### config.mk
export PLATFORM = sky130hd
export DESIGN_NAME = free_list
export DESIGN_NICKNAME = d
export VERILOG_FILES = /design/src/rtl/free_list_pkg.sv /design/src/rtl/free_list.sv
export SDC_FILE = /design/constraint.sdc
export NUM_CORES = 1
export LEC_CHECK = 0
export CAP_MARGIN = 20
export CORE_ASPECT_RATIO = 1.25
export CORE_UTILIZATION = 45
export CTS_CLUSTER_DIAMETER = 80
export DETAILED_ROUTE_END_ITERATION = 10
export GPL_ROUTABILITY_DRIVEN = 0
export SLEW_MARGIN = 20
export SYNTH_ARGS = -nofsm -noshare
export SYNTH_HDL_FRONTEND = slang
export SYNTH_SLANG_ARGS = --single-unit
### constraint.sdc
create_clock -name clock -period 3.8 [get_ports clock]
set_input_delay 0.76 -clock clock [delete_from_list [all_inputs] [get_ports clock]]
set_output_delay 0.76 -clock clock [all_outputs]
set_load 0.02 [all_outputs]
### src/rtl/free_list_pkg.sv
// Shared types and sizing for the rename free list: tag widths, wrap-bit pointers,
// and the packed request/response bundles exchanged with dispatch and the map table.
package free_list_pkg;

    localparam int NUM_PR   = 64;
    localparam int NUM_ARCH = 32;
    localparam int NUM_FL   = NUM_PR - NUM_ARCH;
    localparam int NUM_ROB  = 8;

    localparam int PR_W     = $clog2(NUM_PR);
    localparam int ROB_W    = $clog2(NUM_ROB);
    localparam int FL_IDX_W = $clog2(NUM_FL);
    localparam int FL_PTR_W = FL_IDX_W + 1;

    typedef logic [PR_W-1:0]     T_t;
    typedef logic [ROB_W-1:0]    ROB_idx_t;
    typedef logic [FL_PTR_W-1:0] fl_ptr_t;

    typedef struct packed {
        logic     dispatch_en;
        ROB_idx_t ROB_tail_idx;
        logic     retire_en;
        T_t       retire_T_old;
        logic     rollback_en;
        ROB_idx_t ROB_rollback_idx;
    } FREE_LIST_PACKET_IN;

    typedef struct packed {
        T_t      T_idx;
        logic    free_valid;
        fl_ptr_t free_count;
    } FREE_LIST_PACKET_OUT;

    // Outputs seen in the cycle after reset: full list, first non-architectural tag at head.
    localparam FREE_LIST_PACKET_OUT FREE_LIST_RESET = '{
        T_idx:      T_t'(NUM_ARCH),
        free_valid: 1'b1,
        free_count: fl_ptr_t'(NUM_FL)
    };

endpackage

### src/rtl/free_list.sv
// Circular free-tag FIFO for rename: pops on dispatch, pushes on retire, and restores
// its head from a per-ROB-entry checkpoint in one cycle on branch rollback.
module free_list
    import free_list_pkg::*;
(
    input  logic     clock,
    input  logic     reset,
    input  logic     en,
    input  logic     dispatch_en,
    input  ROB_idx_t ROB_tail_idx,
    input  logic     retire_en,
    input  T_t       retire_T_old,
    input  logic     rollback_en,
    input  ROB_idx_t ROB_rollback_idx,
    output T_t       T_idx,
    output logic     free_valid,
    output fl_ptr_t  free_count
);

    T_t      fl_q   [NUM_FL];
    T_t      fl_d   [NUM_FL];
    fl_ptr_t ckpt_q [NUM_ROB];
    fl_ptr_t ckpt_d [NUM_ROB];
    fl_ptr_t head_q, head_d;
    fl_ptr_t tail_q, tail_d;
    fl_ptr_t count;
    logic    pop;

    FREE_LIST_PACKET_IN  pkt_in;
    FREE_LIST_PACKET_OUT pkt_out;

    always_comb begin
        pkt_in = '{
            dispatch_en:      dispatch_en,
            ROB_tail_idx:     ROB_tail_idx,
            retire_en:        retire_en,
            retire_T_old:     retire_T_old,
            rollback_en:      rollback_en,
            ROB_rollback_idx: ROB_rollback_idx
        };
        // Wrap bit makes tail-head the exact occupancy, full and empty included.
        count              = tail_q - head_q;
        pkt_out.T_idx      = fl_q[head_q[FL_IDX_W-1:0]];
        pkt_out.free_valid = (count != '0);
        pkt_out.free_count = count;
    end

    assign T_idx      = pkt_out.T_idx;
    assign free_valid = pkt_out.free_valid;
    assign free_count = pkt_out.free_count;

    always_comb begin
        fl_d   = fl_q;
        ckpt_d = ckpt_q;
        head_d = head_q;
        tail_d = tail_q;
        // A rollback squashes the same-cycle dispatch; popping an empty list is ignored.
        pop    = pkt_in.dispatch_en && pkt_out.free_valid && !pkt_in.rollback_en;
        if (en) begin
            if (pkt_in.rollback_en) begin
                head_d = ckpt_q[pkt_in.ROB_rollback_idx];
            end else if (pop) begin
                head_d                      = head_q + fl_ptr_t'(1);
                ckpt_d[pkt_in.ROB_tail_idx] = head_q + fl_ptr_t'(1);
            end
            // The retiring instruction is older than any rolled-back branch, so its push always lands.
            if (pkt_in.retire_en) begin
                fl_d[tail_q[FL_IDX_W-1:0]] = pkt_in.retire_T_old;
                tail_d                     = tail_q + fl_ptr_t'(1);
            end
        end
    end

    always_ff @(posedge clock) begin
        if (reset) begin
            for (int i = 0; i < NUM_FL; i++) begin
                fl_q[i] <= T_t'(NUM_ARCH + i);
            end
            for (int i = 0; i < NUM_ROB; i++) begin
                ckpt_q[i] <= '0;
            end
            head_q <= '0;
            tail_q <= fl_ptr_t'(NUM_FL);
        end else begin
            fl_q   <= fl_d;
            ckpt_q <= ckpt_d;
            head_q <= head_d;
            tail_q <= tail_d;
        end
    end

    // Live architectural mappings bound occupancy; exceeding capacity means upstream misbehaved.
    no_overflow: assert property (@(posedge clock) disable iff (reset)
        (fl_ptr_t'(tail_d - head_d) <= fl_ptr_t'(NUM_FL)));

endmodule

Yosys cells after proc, flatten, opt, wreduce, memory -nomap -nowiden:

Cells that the tools add are included.

* order comparisons: 6
* multiplexer cells: 14
* bitwise gates (word level): 5
* add/sub/neg operators: 3
* reductions and logical operators: 10

Operators by type and width (number)
* bitwise mux 192 bit: 1
* bitwise mux 48 bit: 1
* two-way mux 6 bit: 8
* binary-select mux 6 bit (select 5 bit): 1
* demux 6 bit (select 5 bit): 1
* binary-select mux 6 bit (select 3 bit): 1
* demux 6 bit (select 3 bit): 1
* adder 6 x 1 -> 6 bit, second input constant: 2
* greater-or-equal comparator 6 bit, second input constant: 2
* NOT 5 -> 6 bit: 2
* greater-or-equal comparator 4 bit, second input constant: 2
* NOT 3 -> 4 bit: 2
* < comparator 6 x 1 -> 1 bit, second input constant: 1
* nonzero test 6 bit: 1
* subtractor 6 bit: 1
* logical AND 1 bit: 4
* < comparator 4 x 1 -> 1 bit, second input constant: 1
* AND reduction 2 bit: 2
* AND reduction 3 bit: 1
* nonzero test 2 bit: 1
* logical NOT 1 bit: 1
* NOT 1 bit: 1

* word-level logic and storage cells: 80
* input bits: 18
* flip-flop bits (word level): 252
* output and inout port bits: 13

Logic depth before layout (Yosys ltp):

Gate-level depths: netlist of the first run.

* depth after elaboration: 6
* depth in mapped cells: 13
* depth with buffers taken out: 9

Worst setup path after synthesis of the first run:

No wires, ideal clock.

* path type: register to output
* start: register head_q[1]
* end: output port free_valid
* buffers on the path: 5
* setup slack: 0.213 ns
* stages on the path, launching flop included: 13
* required time: 3.040 ns
* data arrival time: 2.827 ns
* cell sequence: dfxtp_1 -> clkbuf_1 -> buf_2 -> buf_1 -> inv_1 -> ha_1 -> nand2b_1 -> a21oi_1 -> xor2_1 -> nor4_4 -> buf_6 -> buf_6 -> inv_1

* cells in the longest elaborated chain, start to end: 2

RTL lines
* start: declaration: RTL line free_list.sv:24 `fl_ptr_t head_q, head_d;`
* start signal: assignment: RTL line free_list.sv:82 `head_q <= '0;`
* start signal: assignment: RTL line free_list.sv:87 `head_q <= head_d;`
* subtractor 6 bit: RTL line free_list.sv:42 `count = tail_q - head_q;`
* named net free_count[3]: RTL line free_list.sv:17 `output fl_ptr_t free_count`
* nonzero test 6 bit: RTL line free_list.sv:44 `pkt_out.free_valid = (count != '0);`
* end: declaration: RTL line free_list.sv:16 `output logic free_valid,`

The timed path passes the listed nets, and every way through them passes these cells.

Final worst setup path of the first run:

* start: register head_q[3]
* end: output port free_count[5]

* cells in the longest elaborated chain, start to end: 1

RTL lines (RTL line)
* subtractor 6 bit: free_list.sv:42
* end: declaration: free_list.sv:17

Every way passes these cells.

==> out/metrics.yaml, run 1 <==
status:
  status: "completed"
worst_setup_path:
  slowest_stage: "clkdlybuf4s50_1"
  critical-path-max-stage-delay_ns: 0.60
  endpoint_kind: "primary output"
  required_ns: 3.04
  crit_path_max_fanout: 8
  setup.worst_path.start_class: "register"
  crit_type: "register to primary output"
  rr_worst_depth: 10
  worstPathCellList: "clkinvlp_4 -> ha_1 -> or3_1 -> o32ai_2 -> or2_2 -> clkdlybuf4s50_1"
  cp.arrival_ns: 2.90
floorplan:
  dieArea_mm2: 0.02655
  dieWidth_um: 145.9
  fp.dieH_um: 181.9
  fp-row-count: 65
  io_pins: 31
  coreArea_mm2: 0.02537
  start_util_pct: 45.92
timing:
  setup_viol: 0
  slew_viol_final: 0
  min_period_ns: 3.657
  post-route-period-util_pct: 96.23
  fmax_mhz: 273.5
  slew_headroom_pct: 49.84
  final_hold_viol_count: 0
  clock_skew_ns: 0.02181
  tns_ns: 0
  holdWs_ns: 0.4547
  rsz0062_at_grt: "false"
  tightestPinTransition_ns: 0.7525
pwr:
  leakage_nw: 4.686
  powerDensity_mw_per_mm2: 447.0
  peakVddDrop_mv: 0.4071
clock_network:
  clockBufferDepth: 3
  cts_tree: "yes"
  cts_hold_buf: 0
  path_clk_slew_ns: 0.06
  cts.sinks: 252
  clockRootBuffer: "clkbuf_16"
  numCtsBuffers: 28
  htreeDepth: 1
  clock_latency_ns: 0.55
finish:
  stdcell_area_mm2: 0.01349
  stdcell_count: 1576
  diodes: 0
  layout-drive-gt1-share_pct: 16.68
  syn2layout_area_growth_pct: 15.74
  final_cell_mix: "dfxtp_1, nand2_1, nand3_1, mux2i_1, mux4_2"
  fillerInstances: 2320
  final_nets: 1248
  final_common_cell: "dfxtp_1"
synthesis:
  yosysWarnings: 0
  synth-main-ff-cell: "dfxtp_1"
  syn-instance-count: 1205
  synth_top_cell_by_area: "dfxtp_1"
  synth_area_leaders: "dfxtp_1, mux4_2, mux2i_1"
  ys_types: 48
  avgSynthCellArea_um2: 9.670
  syn_nets: 1234
  synth_top_cell_area_share_pct: 43.29
  synth_edf_count: 0
  synth-seq-cells: 252
  yosysSeqAreaShare_pct: 43.29
  synthArstFlopShare_pct: 0
  netlist_area_mm2: 0.01165
global_route:
  grt_pass1_vias: 9219
  overflow: 0
  grt_first_pass_wirelength_um: 53390
  grt_antenna_before_repair: 0
  grt_max_degree: 62
  grtUsageTotal_pct: 25.42
detailed_routing:
  wl_per_cell_um: 21.19
  routed_via_density: 5.915
  firstDrtPassIters: 5
  ant_nets: 0
  via_count: 9322
  routed_wirelength_um: 33400
  drtIter0Drc: 654
  drc: 0
placement:
  dp_hpwl_um: 22070
  dpl.cell_count: 1522
  portBuffers: 30
  dpl_cell_area_mm2: 0.01243
run:
  cap_violations: 0
worst_hold_path:
  hold_depth: 2
  hold_class: "register to register"
cells by family (layout without fill, tap and decap cells):
family / after synthesis / count (layout) / synth area share [%]
xor gates and xnor gates: 11 / 11 / 0.8268
AOI/OAI and AO/OA: 145 / 145 / 8.075
adders and majority gates: 11 / 11 / 1.246
and+or+nand+nor: 484 / 484 / 18.90
muxes: 182 / 182 / 23.40
DFF: 252 / 252 / 43.29
buffers and inverters: 120 / 156 / 4.263
path summary, 6_finish.rpt:
kind                                from                       to  slack (ns)
setup / recovery  head_q[3]$_SDFFE_PP0P_            free_count[5]        0.14
hold / removal    fl_q[122]$_SDFFE_PP0P_   fl_q[122]$_SDFFE_PP0P_        0.45
setup reg to reg  head_q[0]$_SDFFE_PP0P_  ckpt_q[31]$_SDFFE_PP0P_        0.56
hold reg to reg   fl_q[122]$_SDFFE_PP0P_   fl_q[122]$_SDFFE_PP0P_        0.45
worst max-delay path, delay by kind of cell, from the launching register on:
kind,cells,cell delay (ns)
compound gates,1,0.22
fa+ha+maj,1,0.31
buf+inv,2,0.83
flops,1,0.37
simple gates,2,0.60
metrics by stage:
stage               util, %  total power, mW  setup WS, ns
global placement      48.99            3.173        0.4932
floorplan                 -            3.011        0.2134
finish                53.15            6.028        0.1434
global route          53.15            6.208      0.008256
CTS                   53.06            6.062      0.007629
detailed placement    48.99            3.174        0.4757
flip-flops by register name, indices dropped and copies added (netlist names):
name	flops
ckpt_q	48
fl_q	192
head_q	6
tail_q	6
power breakdown:
part | switching (mW) | internal, mW
Sequential | 0.0141 | 2.65
Clock | 1.11 | 1.79
Combinational | 0.291 | 0.166
repair_timing:
| item | in CTS | in global routing |
|---|---|---|
| cloned | 1 | 0 |
| setup endpoints to repair | 7 | 5 |
| pin swaps | 0 | 2 |
| resized for setup | 6 | 11 |
| buffers inserted | 1 | 0 |
metal layers:
| layer | track usage (%) | wire length (µm) | up-vias |
|---|---|---|---|
| li1 | - | - | 4375 |
| met1 | 32.68 | 13970 | 4571 |
| met2 | 45.19 | 16960 | 322 |
| met3 | 2.487 | 1699 | 54 |
| met4 | 7.032 | 760 | 0 |
| met5 | 0 | 0 | - |
area by class of cell:
cell class                      count  area (µm²)  share of cell area [%]
Multi-Input combinational cell    833        6131                   45.46
Sequential cell                   252        5052                   37.46
Timing Repair Buffer               92       837.1                   6.207
Clock buffer                       39       792.0                   5.873
Tap cell                          335       419.2                   3.108
Clock inverter                     13       203.9                   1.512
Inverter                           12       51.30                  0.3804
synth_stat cells, types with 5 or more instances:
cell type,instances
nor4_1,19
inv_1,9
o21ai_1,9
nor2_1,56
buf_1,5
clkbuf_1,86
xor2_1,5
mux2i_1,107
o311ai_0,20
or3_1,9
nand3_1,149
nand2_1,219
o21ai_0,20
a31o_1,18
ha_1,10
xnor2_1,6
a21oi_1,62
buf_2,13
nor3_1,6
mux4_2,72
o311ai_1,5
dfxtp_1,252
No activity file was read; power rests on OpenSTA's default activity.
==> inputs of run 2 (changes only) <==
--- a/config.mk
+++ b/config.mk
@@ -10,6 +10,7 @@
 export CORE_UTILIZATION = 45
 export CTS_CLUSTER_DIAMETER = 80
 export DETAILED_ROUTE_END_ITERATION = 10
+export DONT_BUFFER_PORTS = 1
 export GPL_ROUTABILITY_DRIVEN = 0
 export SLEW_MARGIN = 20
 export SYNTH_ARGS = -nofsm -noshare
==> constraint.sdc (replaced) <==
create_clock -name clock -period 3.8 [get_ports clock]
set_input_delay 0.95 -clock clock [delete_from_list [all_inputs] [get_ports clock]]
set_output_delay 0.95 -clock clock [all_outputs]
set_load 0.02 [all_outputs]
==> run 2 against run 1 <==
Compared with the run above: global-route usage decreased by 1.4 points; clock power decreased by 10%; critical path depth decreased by 1; sequential share of layout area increased by 1.9 points; maximum frequency decreased by 1.0%; wire length decreased by 6.2%; largest power group is now sequential cells.
==> out/metrics.yaml, run 2 (synthesis gave the netlist of run 1 again) <==
timing:
  final_hold_viol_count: 0
  post-route-period-util_pct: 97.21
  slew_viol_final: 0
  clock_skew_ns: 0.01990
  tns_ns: 0
  slew_headroom_pct: 36.32
  holdWs_ns: 0.4514
  min_period_ns: 3.694
  fmax_mhz: 270.7
  setup_viol: 0
  rsz0062_at_grt: "false"
  tightestPinTransition_ns: 0.9551
finish:
  multiInputGateArea_mm2: 0.006142
  largest_reg_flops: 192
  final_common_cell: "dfxtp_1"
  top_register: "fl_q"
  top_regs: "fl_q (192), ckpt_q (48)"
  fillerInstances: 2370
  final_cell_mix: "dfxtp_1, nand2_1, nand3_1, mux2i_1, mux4_2"
  regArea_mm2: 0.005054
  final_nets: 1188
  stdcell_count: 1511
  syn2layout_area_growth_pct: 10.13
  diodes: 0
  layout-drive-gt1-share_pct: 14.29
worst_setup_path:
  required_ns: 2.85
  timing.rr.end: "ckpt_q[37]$_SDFFE_PP0P_"
  rr_worst_depth: 11
  slowest_stage: "mux4_2"
  critPathTopFamily: "multiplexers"
  r2r_setup_slack_ns: 0.76
  worstPathCellList: "buf_16 -> mux4_2 -> mux4_2 -> nand2_1 -> nand2_1"
  crit_path_max_fanout: 51
  endpoint_kind: "primary output"
  critical-path-max-stage-delay_ns: 0.61
  crit_type: "register to primary output"
  reg2reg_from: "tail_q[0]$_SDFFE_PP0P_"
  cp.arrival_ns: 2.74
  crit_buf_inv: 1
  setup.worst_path.start_class: "register"
clock_network:
  clockRootBuffer: "clkbuf_16"
  numCtsBuffers: 27
  htreeDepth: 1
  clockBufferDepth: 3
  clock_latency_ns: 0.54
  path_clk_slew_ns: 0.07
  cts.sinks: 252
  cts_tree: "yes"
pwr:
  internal_power_mw: 4.332
  leakage_nw: 4.317
  peakVddDrop_mv: 0.3573
  pwr-share-seq_pct: 47.4
  clock_power_share_pct: 46.6
  swShare_pct: 22.86
  switching_power_mw: 1.284
  total_power_mw: 5.617
  powerDensity_mw_per_mm2: 437.7
  combinationalPowerShare_pct: 5.9
status:
  status: "completed"
global_route:
  use_met1_pct: 29.81
  use_met2_pct: 41.84
  grt_pass1_vias: 8761
  grtUsageTotal_pct: 24.06
  grt_max_degree: 94
  overflow: 0
  grt_antenna_before_repair: 0
  grt_first_pass_wirelength_um: 50180
  use_met3_pct: 2.990
  grt-busiest-layer: "met2"
floorplan:
  fp-row-count: 65
  start_util_pct: 45.92
  dieWidth_um: 145.9
  io_pins: 31
  dieArea_mm2: 0.02655
  coreArea_mm2: 0.02537
  fp.dieH_um: 181.9
placement:
  portBuffers: 0
  dpl.cell_count: 1464
  dp_hpwl_um: 20020
worst_hold_path:
  hold_start: "fl_q[124]$_SDFFE_PP0P_"
  hold_class: "register to register"
  hold_depth: 2
  holdPathEnd: "fl_q[124]$_SDFFE_PP0P_"
detailed_routing:
  routed_wirelength_um: 31320
  firstDrtPassIters: 5
  drc: 0
  drtIter0Drc: 532
  via_count: 8978
  routed_via_density: 5.942
  ant_nets: 0
  wl_per_cell_um: 20.72
run:
  cap_violations: 0
run 2: worst max path at each step:
stage                                start         end  slack (ns)  cells after the start
floorplan           head_q[1]$_SDFFE_PP0P_  free_valid        0.02                     12
global placement    tail_q[0]$_SDFFE_PP0P_  free_valid        0.48                      8
detailed placement  tail_q[0]$_SDFFE_PP0P_  free_valid        0.48                      8
CTS                 head_q[0]$_SDFFE_PP0P_    T_idx[0]        0.06                      5
global route        head_q[0]$_SDFFE_PP0P_    T_idx[5]        0.01                      5
finish              head_q[0]$_SDFFE_PP0P_    T_idx[0]        0.11                      5
run 2: worst min-delay path, stage by stage (launching register included):
cell and delay (ns):
dfxtp_1 0.30, nand2_1 0.05, a21oi_1 0.05
run 2: what timing repair did:
action / 4_1_cts / 5_1_grt
setup endpoints to repair: 1 / 4
hold endpoints to repair: 0 / 0
hold buffers: 0 / 0
setup buffers: 1 / 0
pin swaps: 2 / 1
resized for setup: 1 / 8
run 2: through the flow:
stage | worst slack [ns] | area (µm²) | utilization [%]
final | 0.1060 | 12830 | 50.57
after global routing | 0.01163 | 12830 | 50.57
after CTS | 0.06299 | 12790 | 50.41
after detailed placement | 0.4757 | 11910 | 46.94
after global placement | 0.4780 | 11910 | 46.94
after floorplan | 0.02336 | 11650 | -
run 2: power by group through the flow:
stage / combinational (mW) / clock (mW) / sequential [mW]
floorplan: 0.294 / 0 / 2.72
global placement: 0.325 / 0 / 2.72
detailed placement: 0.324 / 0 / 2.72
CTS: 0.327 / 2.66 / 2.66
global route: 0.358 / 2.76 / 2.67
finish: 0.333 / 2.62 / 2.66
run 2: layer usage:
layer / vias up / wire [µm]
li1: 4254 / -
met4: 0 / 1240
met2: 259 / 15890
met3: 81 / 1517
met5: - / 0
met1: 4384 / 12660
run 2: cell type report:
type                       count  share of cell area (%)
sequential                   252                   39.38
clock inverter                 5                  0.6630
clock buffer                  41                   6.143
timing repair buffer          33                   2.311
multi-input combinational    833                   47.86
inverter                      12                  0.3705
tap                          335                   3.266
